===== src/rtl/prbg_detect_logger_if.sv =====
// Readout port of the detection logger: FWFT head data plus pop request.
interface prbg_detect_logger_if #(
  parameter int TS_W = 8
);
  logic            rd_en;
  logic            rd_valid;
  logic [TS_W-1:0] rd_time;
  logic [2:0]      rd_sym;

  modport master (output rd_en, input rd_valid, input rd_time, input rd_sym);
  modport slave  (input rd_en, output rd_valid, output rd_time, output rd_sym);
endinterface


===== src/rtl/prbg_detect_logger.sv =====
// Timestamps rising edges of the PRBG detector output and queues (time, symbol)
// pairs in a first-word-fall-through FIFO, with count, gap and overflow status.
module prbg_detect_logger #(
  parameter int TS_W  = 8,
  parameter int CNT_W = 6,
  parameter int DEPTH = 4
) (
  input  logic                   clk,
  input  logic                   res,
  input  logic                   en,
  input  logic                   detect_in,
  input  logic [2:0]             shift_in,
  prbg_detect_logger_if.slave    rd,
  output logic [CNT_W-1:0]       det_count,
  output logic [CNT_W-1:0]       last_gap,
  output logic [$clog2(DEPTH):0] fifo_level,
  output logic                   overflow
);
  localparam int AW = $clog2(DEPTH);
  localparam int LW = AW + 1;
  localparam logic [CNT_W-1:0] CNT_MAX  = {CNT_W{1'b1}};
  localparam logic [LW-1:0]    LVL_FULL = LW'(DEPTH);

  logic [TS_W-1:0]  ts_r;
  logic             prev_det_r;
  logic [CNT_W-1:0] gap_cnt_r;
  logic [CNT_W-1:0] det_count_r;
  logic [CNT_W-1:0] last_gap_r;
  logic             seen_first_r;
  logic             overflow_r;
  logic             rd_valid_r;
  logic [LW-1:0]    level_r;
  logic [AW-1:0]    wr_ptr_r;
  logic [AW-1:0]    rd_ptr_r;
  logic [TS_W-1:0]  mem_time_r [DEPTH];
  logic [2:0]       mem_sym_r  [DEPTH];

  logic             event_s;
  logic             pop_s;
  logic             full_s;
  logic             push_s;
  logic             drop_s;
  logic [LW-1:0]    level_nxt_s;

  // Event detection and FIFO push/pop arbitration; a full FIFO still accepts a push alongside a pop.
  always_comb begin
    event_s     = en & detect_in & ~prev_det_r;
    pop_s       = rd.rd_en & rd_valid_r;
    full_s      = (level_r == LVL_FULL);
    push_s      = event_s & (~full_s | pop_s);
    drop_s      = event_s & full_s & ~pop_s;
    level_nxt_s = level_r;
    if (push_s && !pop_s) begin
      level_nxt_s = level_r + LW'(1);
    end else if (pop_s && !push_s) begin
      level_nxt_s = level_r - LW'(1);
    end else begin
      level_nxt_s = level_r;
    end
  end

  // Head entry falls straight through from storage; zeros while empty.
  always_comb begin
    rd.rd_valid = rd_valid_r;
    if (rd_valid_r) begin
      rd.rd_time = mem_time_r[rd_ptr_r];
      rd.rd_sym  = mem_sym_r[rd_ptr_r];
    end else begin
      rd.rd_time = {TS_W{1'b0}};
      rd.rd_sym  = 3'b000;
    end
  end

  // Timestamp, edge history, counters and FIFO control state.
  always_ff @(posedge clk) begin
    if (res) begin
      ts_r         <= {TS_W{1'b0}};
      prev_det_r   <= 1'b0;
      gap_cnt_r    <= {CNT_W{1'b0}};
      det_count_r  <= {CNT_W{1'b0}};
      last_gap_r   <= {CNT_W{1'b0}};
      seen_first_r <= 1'b0;
      overflow_r   <= 1'b0;
      rd_valid_r   <= 1'b0;
      level_r      <= {LW{1'b0}};
      wr_ptr_r     <= {AW{1'b0}};
      rd_ptr_r     <= {AW{1'b0}};
    end else begin
      ts_r       <= ts_r + TS_W'(1);
      prev_det_r <= detect_in;
      if (event_s) begin
        gap_cnt_r    <= CNT_W'(1);
        seen_first_r <= 1'b1;
        if (seen_first_r) begin
          last_gap_r <= gap_cnt_r;
        end
        if (det_count_r != CNT_MAX) begin
          det_count_r <= det_count_r + CNT_W'(1);
        end
      end else if (gap_cnt_r != CNT_MAX) begin
        gap_cnt_r <= gap_cnt_r + CNT_W'(1);
      end
      if (drop_s) begin
        overflow_r <= 1'b1;
      end
      if (push_s) begin
        wr_ptr_r <= wr_ptr_r + AW'(1);
      end
      if (pop_s) begin
        rd_ptr_r <= rd_ptr_r + AW'(1);
      end
      level_r    <= level_nxt_s;
      rd_valid_r <= (level_nxt_s != {LW{1'b0}});
    end
  end

  // FIFO storage; contents behind the pointers are don't-care so no reset is needed.
  always_ff @(posedge clk) begin
    if (push_s) begin
      mem_time_r[wr_ptr_r] <= ts_r;
      mem_sym_r[wr_ptr_r]  <= shift_in;
    end
  end

  assign det_count  = det_count_r;
  assign last_gap   = last_gap_r;
  assign fifo_level = level_r;
  assign overflow   = overflow_r;
endmodule


===== src/flat_wrapper.sv =====
// flat-port wrapper written by rule: the top's interface ports become plain ports
module prbg_detect_logger_flat 
#(
  parameter int TS_W  = 8,
  parameter int CNT_W = 6,
  parameter int DEPTH = 4
)
  (clk, res, en, detect_in, shift_in, det_count, last_gap, fifo_level, overflow, rd_rd_en, rd_rd_valid, rd_rd_time, rd_rd_sym);
  prbg_detect_logger_if #(.TS_W(TS_W)) rd_i ();
  input  logic clk;
  input  logic res;
  input  logic en;
  input  logic detect_in;
  input  logic [2:0] shift_in;
  output logic [CNT_W-1:0] det_count;
  output logic [CNT_W-1:0] last_gap;
  output logic [$clog2(DEPTH):0] fifo_level;
  output logic overflow;
  input wire logic [$bits(rd_i.rd_en)-1:0] rd_rd_en;
  output wire logic [$bits(rd_i.rd_valid)-1:0] rd_rd_valid;
  output wire logic [$bits(rd_i.rd_time)-1:0] rd_rd_time;
  output wire logic [$bits(rd_i.rd_sym)-1:0] rd_rd_sym;
  assign rd_i.rd_en = rd_rd_en;
  assign rd_rd_valid = rd_i.rd_valid;
  assign rd_rd_time = rd_i.rd_time;
  assign rd_rd_sym = rd_i.rd_sym;
  prbg_detect_logger #(.TS_W(TS_W), .CNT_W(CNT_W), .DEPTH(DEPTH)) u_core (.clk(clk), .res(res), .en(en), .detect_in(detect_in), .shift_in(shift_in), .rd(rd_i), .det_count(det_count), .last_gap(last_gap), .fifo_level(fifo_level), .overflow(overflow));
endmodule

===== config.mk =====
export PLATFORM = sky130hd
export DESIGN_NAME = prbg_detect_logger_flat
export DESIGN_NICKNAME = d
export VERILOG_FILES = /design/src/rtl/prbg_detect_logger_if.sv /design/src/rtl/prbg_detect_logger.sv /design/src/flat_wrapper.sv
export SDC_FILE = /design/constraint.sdc
export NUM_CORES = 1
export LEC_CHECK = 0
export BUFFER_PORTS_ARGS = -buffer_cell sky130_fd_sc_hd__buf_2
export CORE_AREA = 2 2 80 82
export DETAILED_ROUTE_END_ITERATION = 10
export DIE_AREA = 0 0 82 84
export PLACE_DENSITY = 0.83
export SYNTH_ARGS = -nofsm -noshare
export SYNTH_HDL_FRONTEND = slang
export SYNTH_SLANG_ARGS = --single-unit

===== constraint.sdc =====
create_clock -name clk -period 2.22 [get_ports clk]
set_clock_uncertainty 0.05 [all_clocks]
set_input_delay 0.333 -clock clk [delete_from_list [all_inputs] [get_ports clk]]
set_output_delay 0.333 -clock clk [all_outputs]
set_load 0.01 [all_outputs]

Yosys cells after proc, flatten, opt, wreduce, memory -nomap -nowiden
Memories as Yosys holds them, arrays and structs flattened. A register that Yosys moved wholly into a read port is not among the register bits.
Cells that the tools add are included.
{"block": "op_classes", "reduce_logical": 9, "bitwise": 10, "muxes": 12, "addsub": 7, "eq_ne": 3}
{"cell": "$add 6x1->6 const B", "n": 2}
{"cell": "$ne 6x6->1 const B", "n": 2}
{"cell": "$mux 3", "n": 3}
{"cell": "$add 8x1->8 const B", "n": 1}
{"cell": "$mux 2", "n": 4}
{"cell": "$mux 8", "n": 1}
{"cell": "$and 1x1->1", "n": 6}
{"cell": "$add 2x1->2 const B", "n": 2}
{"cell": "$mux 1", "n": 4}
{"cell": "$reduce_and 2->1", "n": 2}
{"cell": "$add 3x1->3 const B", "n": 1}
{"cell": "$eq 3x3->1 const B", "n": 1}
{"cell": "$not 1->1", "n": 3}
{"cell": "$reduce_bool 3->1", "n": 1}
{"cell": "$sub 3x1->3 const B", "n": 1}
{"cell": "$logic_and 1x1->1", "n": 2}
{"cell": "$logic_not 1->1", "n": 2}
{"cell": "$reduce_bool 2->1", "n": 1}
{"cell": "$reduce_or 2->1", "n": 1}
{"cell": "$or 1x1->1", "n": 1}
{"block": "word_totals", "wordCells": 55, "n_memories": 2, "regBits": 37, "ramBits": 44}
{"name": "u_core.mem_time_r", "depth": 4, "width": 8, "rd": 1, "rd_clocked_by_memory_dff": 1, "wr": 1, "line": "prbg_detect_logger.sv:35", "text": "logic [TS_W-1:0] mem_time_r [DEPTH];"}
{"name": "u_core.mem_sym_r", "depth": 4, "width": 3, "rd": 1, "rd_clocked_by_memory_dff": 1, "wr": 1, "line": "prbg_detect_logger.sv:36", "text": "logic [2:0] mem_sym_r [DEPTH];"}

Depth between registers and ports, before layout
Gate-level depths: netlist of run 1.
{"block": "logic_depth", "depth_word": 9, "ltp_mapped": 6, "mapped_depth_nobuf": 6}

Worst setup path after synthesis of run 1
Ideal clock, no wire load.
{"block": "synth_path", "path_kind": "register -> register", "start": "register u_core.level_r[0] (netlist: u_core.fifo_level[0])", "end": "memory u_core.mem_sym_r[0][0] (enable)", "synth_period_minus_slack_ps": 1732, "path_slack_ps": 488, "setup_time_ps": 349, "arrival_time_ps": 1333, "n_path_buf": 0, "required_time_ps": 1821, "stages_incl_launch_ff": 5, "cell_sequence": "dfxtp_1 > inv_1 > ha_1 > a31oi_4 > and2_1"}
{"block": "synth_via", "elab_chain_cells": 6}
{"item": "start, declared", "line": "prbg_detect_logger.sv:32", "text": "logic [LW-1:0] level_r;"}
{"item": "start signal, assigned", "line": "prbg_detect_logger.sv:85", "text": "level_r <= {LW{1'b0}};"}
{"item": "start signal, assigned", "line": "prbg_detect_logger.sv:112", "text": "level_r <= level_nxt_s;"}
{"item": "$eq 3x3->1", "line": "prbg_detect_logger.sv:49", "text": "full_s = (level_r == LVL_FULL);"}
{"item": "$not 1->1", "line": "prbg_detect_logger.sv:50", "text": "push_s = event_s & (~full_s | pop_s);"}
{"item": "$or 1x1->1", "line": "prbg_detect_logger.sv:50"}
{"item": "$and 1x1->1", "line": "prbg_detect_logger.sv:50"}
{"item": "$mux 1", "line": "prbg_detect_logger.sv:119", "text": "if (push_s) begin"}
{"item": "$mux 1 (implied by the code)", "line": "prbg_detect_logger.sv:121", "text": "mem_sym_r[wr_ptr_r] <= shift_in;"}
{"item": "end, declared", "line": "prbg_detect_logger.sv:36"}
Every way passes these cells.

==> metrics.yaml, run 1 <==
min_period_ns: 2.09
worst_pin_slew_ns: 0.535
final_common_cell: "edfxtp_1"
powerDensity_nw_per_um2: 923
post-route-util_pct: 63.8
async_flop_share_pct: 0
slowest_delay_ns: 0.66
ys_types: 41
path_delay_family: "flip-flops"
path_buf_inv: 1
peakVddDrop_v: 0.000752
arrival_ns: 1.71
final_area_um2: 3890
cts_tree: "yes"
final_cell_mix: "44 x edfxtp_1, 39 x dfxtp_1, 35 x buf_2, 23 x nor2_1"
synth_top_area_share_pct: 39.0
slowest_stage: "dfxtp_1"
yosys.area.top_type: "edfxtp_1"
yosys-top-cells-area: "edfxtp_1 39%, dfxtp_1 23%, mux4_2 7.3%"
post_cts_buffers: 0
post-place-ws_ns: 0.302
antenna_found_initial: 0
path_max_fanout: 11
cts_sinks: 83
grt_pass1_wl_mm: 9.13
cts-root-buf: "clkbuf_8"
hold_path.class: "input pin to flop"
dr.pass1.iters: 4
wl_per_cell_um: 14.9
ys.warnings.count: 0
overflow: 0
die_area_um2: 6890
std_cell_rows: 29
vias: 2087
grt_pass1_vias: 1920
crit_type: "flop to output pin"
reg2reg_depth: 4
max_freq_mhz: 478
syn_nets: 271
maxCapViolCount: 0
track_usage_pct: 17.8
hold_viol_final: 0
clockBufferDepth: 2
fillCellCount: 474
post_dp_cell_area_um2: 3680
whs_path_depth: 1
power_leakage_nw: 1.46
ys.flop_type: "edfxtp_1"
post-route-period-util_pct: 94.2
total_power_w: 0.00359
port_buffers: 35
path_clk_slew_ns: 0.08
routed_via_density: 5.51
start_kind: "flop"
drc: 0
antenna_left: 0
drive_gt1_share_pct: 25.5
synth_area_um2: 3390
crit_chain: "mux4_2, and2_1, buf_2"
synth_edf_count: 44
avgSynthCellArea_um2: 13.4
cp.depth: 3
reg2reg_from: "u_core.fifo_level[1]$_SDFF_PP0_"
end_kind: "output pin"
seq_area_frac_synth_pct: 62.0
drt-total-wl_mm: 5.66
grt_start_max_net_pins: 20
cts_buffers: 9
die_h_um: 84
antennaDiodeCount: 0
rsz0062_at_grt: "false"
gp_congestion: 0.856
start_util_pct: 55.6
outcome: "finished, final reports clean"
ys_ff_latch: 83
drt-initial-drc-count: 85
io_pins: 36
areaGrowthSynthToFinish_pct: 14.6
fp.coreArea_um2: 6100
die_x_um: 82
maxSlewHeadroom_pct: 64.3
h-tree-depth: 3
finalWorstSetupSlack_ns: 0.128
slew_viol_final: 0
crit_required_ns: 1.84
nets: 315
dp_hpwl_mm: 3.88
finalSetupTns_ns: 0
clkLatencyLatePin_ns: 0.36
holdCritStartpoint: "shift_in[0]"
syn-instance-count: 253
setup_viol: 0
[layout make-up]
cell class	instances	area (um2)	area share, %
Multi-Input combinational cell	153	1220	31.3
Tap cell	77	96.3	2.48
Sequential cell	83	2100	54.1
Inverter	7	26.3	0.676
Clock inverter	7	82.6	2.12
Timing Repair Buffer	43	239	6.15
Clock buffer	9	124	3.19
[worst paths after layout]
kind                                       to  slack [ns]
min          u_core.mem_sym_r[3][0]$_DFFE_PP_        0.15
max reg2reg  u_core.mem_sym_r[2][2]$_DFFE_PP_        0.27
max                             rd_rd_time[7]        0.13
min reg2reg   u_core.last_gap[4]$_SDFFE_PP0P_        0.41
[registers in the layout, summed over array words and instances, names as in the netlist, named ones only]
name	count
u_core.wr_ptr_r	2
u_core.seen_first_r	1
u_core.det_count	6
u_core.rd_ptr_r	2
u_core.mem_sym_r	12
u_core.mem_time_r	32
u_core.gap_cnt_r	6
u_core.rd.rd_valid	1
u_core.overflow	1
u_core.fifo_level	3
u_core.last_gap	6
u_core.prev_det_r	1
u_core.ts_r	8
[routing by layer]
layer  vias up  share of wire (%)  GRT usage (%)
met5         -                  0              0
met3        10                4.4           4.55
met4         0                2.1           8.33
met2        58                 50           27.5
met1      1021                 43           23.4
li1        998                  -              -
[what timing repair did]
item | in CTS | in global routing
hold buffers | 0 | 0
endpoints found under the hold margin | 0 | 0
gates resized for setup | 0 | 1
setup endpoints to repair | 0 | 3
[stage by stage]
| step | instances | hold WS (ns) |
|---|---|---|
| 2_1_floorplan | 253 | 0.382 |
| 3_3_place_gp | 363 | 0.393 |
| 3_5_place_dp | 363 | 0.397 |
| 4_1_cts | 379 | 0.126 |
| 5_1_grt | 379 | 0.128 |
| 6_report | 379 | 0.148 |
[report_power, final]
group          internal, W  switching, W  leakage, nW
clock network     0.000537      0.000569       0.0984
registers          0.00169     0.0000803        0.724
logic             0.000355      0.000352        0.634
[cells in the mapped netlist (2+ instances only)]
cell and n:
a21o_2 2, a21oi_1 14, and2_1 16, and3_1 3, buf_2 3, clkbuf_1 6, dfxtp_1 39, edfxtp_1 44
ha_1 10, inv_1 7, mux2i_1 4, mux4_2 11, nand2_1 11, nand3_1 16, nor2_1 23, nor2b_1 2
nor3_1 3, xnor2_1 10, xor2_1 7
[kinds of logic after synthesis]
group                    count (synthesis)  synth area share (%)
XOR/XNOR                                17                  4.39
multiplexers                            16                  8.82
flip-flops                              83                  62.0
adder cells (fa/ha/maj)                 10                  3.69
AND/OR/NAND/NOR                         83                  12.9
buffers and inverters                   17                  2.10
AO/OA/AOI/OAI                           27                  6.13
No activity file was read; power rests on OpenSTA's default activity.
==> run 2: changes to the inputs <==
--- a/config.mk
+++ b/config.mk
@@ -6,10 +6,10 @@
 export NUM_CORES = 1
 export LEC_CHECK = 0
 export BUFFER_PORTS_ARGS = -buffer_cell sky130_fd_sc_hd__buf_2
-export CORE_AREA = 2 2 80 82
+export CORE_AREA = 2 2 86 88
 export DETAILED_ROUTE_END_ITERATION = 10
-export DIE_AREA = 0 0 82 84
-export PLACE_DENSITY = 0.83
+export DIE_AREA = 0 0 88 90
+export PLACE_DENSITY = 0.74
 export SYNTH_ARGS = -nofsm -noshare
 export SYNTH_HDL_FRONTEND = slang
 export SYNTH_SLANG_ARGS = --single-unit
==> run 2 against run 1 <==
Critical path depth up 1. Final area up 1.3%. Largest power group unchanged. Clock power up 7%. Utilization down 7.7 points. Global-route usage down 2.3 points. Wire length down 1.3%. Register-to-register slack better by 0.08 ns. Total power up 2.3%. Sequential share of layout area down 0.69 points.
==> metrics.yaml, run 2 (synthesis gave the netlist of run 1 again) <==
maxCapViolCount: 0  # unchanged
clkLatencyLatePin_ns: 0.34  # -0.02 ns
start_kind: "flop"
drive_gt1_share_pct: 25.7  # +0.25 points
outcome: "finished, final reports clean"
dr.pass1.iters: 4  # unchanged
grt_pass1_wl_mm: 9.36  # +2.6%
post_dp_cell_area_um2: 3710  # +0.95%
peakVddDrop_v: 0.000511  # -32%
post_cts_buffers: 0  # unchanged
dp_hpwl_mm: 3.81  # -1.9%
min_period_ns: 2.11  # +0.0187 ns
clockBufferDepth: 2  # unchanged
routed_via_density: 5.04  # -8.4%
antennaDiodeCount: 0  # unchanged
hold_viol_final: 0  # unchanged
drc: 0  # unchanged
arrival_ns: 1.73  # +0.02 ns
port_buffers: 35  # unchanged
fp.coreArea_um2: 7020  # +15%
setup_viol: 0  # unchanged
powerDensity_nw_per_um2: 932  # +0.95%
antenna_found_initial: 0  # unchanged
crit_type: "flop to output pin"
io_pins: 36  # unchanged
drt-total-wl_mm: 5.58  # -1.3%
path_max_fanout: 11  # unchanged
overflow: 0  # unchanged
hold_path.class: "input pin to flop"
die_x_um: 88  # +7.3%
grt_start_max_net_pins: 24  # +20%
power_leakage_nw: 1.47  # +0.84%
cts_tree: "yes"
cts_sinks: 83  # unchanged
worst_pin_slew_ns: 0.548  # +0.0137 ns
final_area_um2: 3940  # +1.3%
areaGrowthSynthToFinish_pct: 16.1
die_h_um: 90  # +7.1%
wl_per_cell_um: 13.9  # -6.9%
max_freq_mhz: 474  # -0.89%
final_common_cell: "edfxtp_1"
nets: 316  # +0.32%
total_power_w: 0.00367  # +2.3%
postCtsResizedCells: 0  # unchanged
hold_buffers: 0  # unchanged
cts-root-buf: "clkbuf_8"
maxSlewHeadroom_pct: 63.4  # -0.91 points
crit_required_ns: 1.84  # about the same
end_kind: "output pin"
grt_pass1_vias: 1940  # +1.0%
cts_buffers: 9  # unchanged
post-route-period-util_pct: 95.1  # +0.84 points
finalSetupTns_ns: 0  # unchanged
path_clk_slew_ns: 0.09  # about the same
top_register: "u_core.mem_time_r"
final_cell_mix: "44 x edfxtp_1, 39 x dfxtp_1, 35 x buf_2, 23 x nor2_1"
antenna_left: 0  # unchanged
start_util_pct: 48.3  # -7.3 points
whs_ns: 0.158  # +0.0104 ns
rsz0062_at_grt: "false"
largest_reg_flops: 32  # unchanged
die_area_um2: 7920  # +15%
slew_viol_final: 0  # unchanged
h-tree-depth: 3  # unchanged
std_cell_rows: 31  # +6.9%
vias: 2027  # -2.9%
track_usage_pct: 15.5  # -2.3 points
drt-initial-drc-count: 76  # -11%
gp_congestion: 0.793  # -7.3%
reg_top3: "u_core.mem_time_r (32), u_core.mem_sym_r (12), u_core.ts_r (8)"
-- run 2: worst paths after layout --
path / from / to / slack [ns] / cells past startpoint
setup / recovery: flop / rd_rd_time[5] / 0.11 / 4
setup reg to reg: u_core.fifo_level[1]$_SDFF_PP0_ / u_core.rd.rd_valid$_SDFF_PP0_ / 0.35 / 6
hold / removal: shift_in[2] / u_core.mem_sym_r[0][2]$_DFFE_PP_ / 0.16 / 1
hold reg to reg: u_core.last_gap[5]$_SDFFE_PP0P_ / u_core.last_gap[5]$_SDFFE_PP0P_ / 0.41 / 2
-- run 2: routing by layer --
metal,up-vias,global-route usage [%],part of all wire (%)
met5,-,0,0
met3,9,3.31,3.9
met2,50,23.5,47
met1,961,21.1,47
li1,1007,-,-
met4,0,7.31,1.6
-- run 2: stage by stage --
step,utilization [%],instances,setup WS [ns]
2_1_floorplan,-,253,0.488
3_3_place_gp,52.9,386,0.407
3_5_place_dp,52.9,386,0.383
4_1_cts,56.1,402,0.0611
5_1_grt,56.1,402,0.00865
6_report,56.1,402,0.109
-- run 2: cell type report --
cell class              count  area [um2]
multi-input cells         153        1220
inverters                   7        26.3
clock buffers               9         124
flip-flops and latches     83        2100
fillers                   583        3080
clock inverters             7         101
repair buffers             44         243
well taps                  99         124
-- run 2: critical path, stage by stage, from the launching register on --
cell and delay [ns]:
dfxtp_1 0.31, buf_4 0.24, mux4_2 0.54, and2_1 0.17, buf_2 0.13
-- run 2: report_power, final --
group | total, W | leakage, nW | internal [W] | switching, W
Combinational | 0.000700 | 0.638 | 0.000352 | 0.000348
Clock | 0.00119 | 0.106 | 0.000641 | 0.000553
Sequential | 0.00178 | 0.724 | 0.00169 | 0.0000816
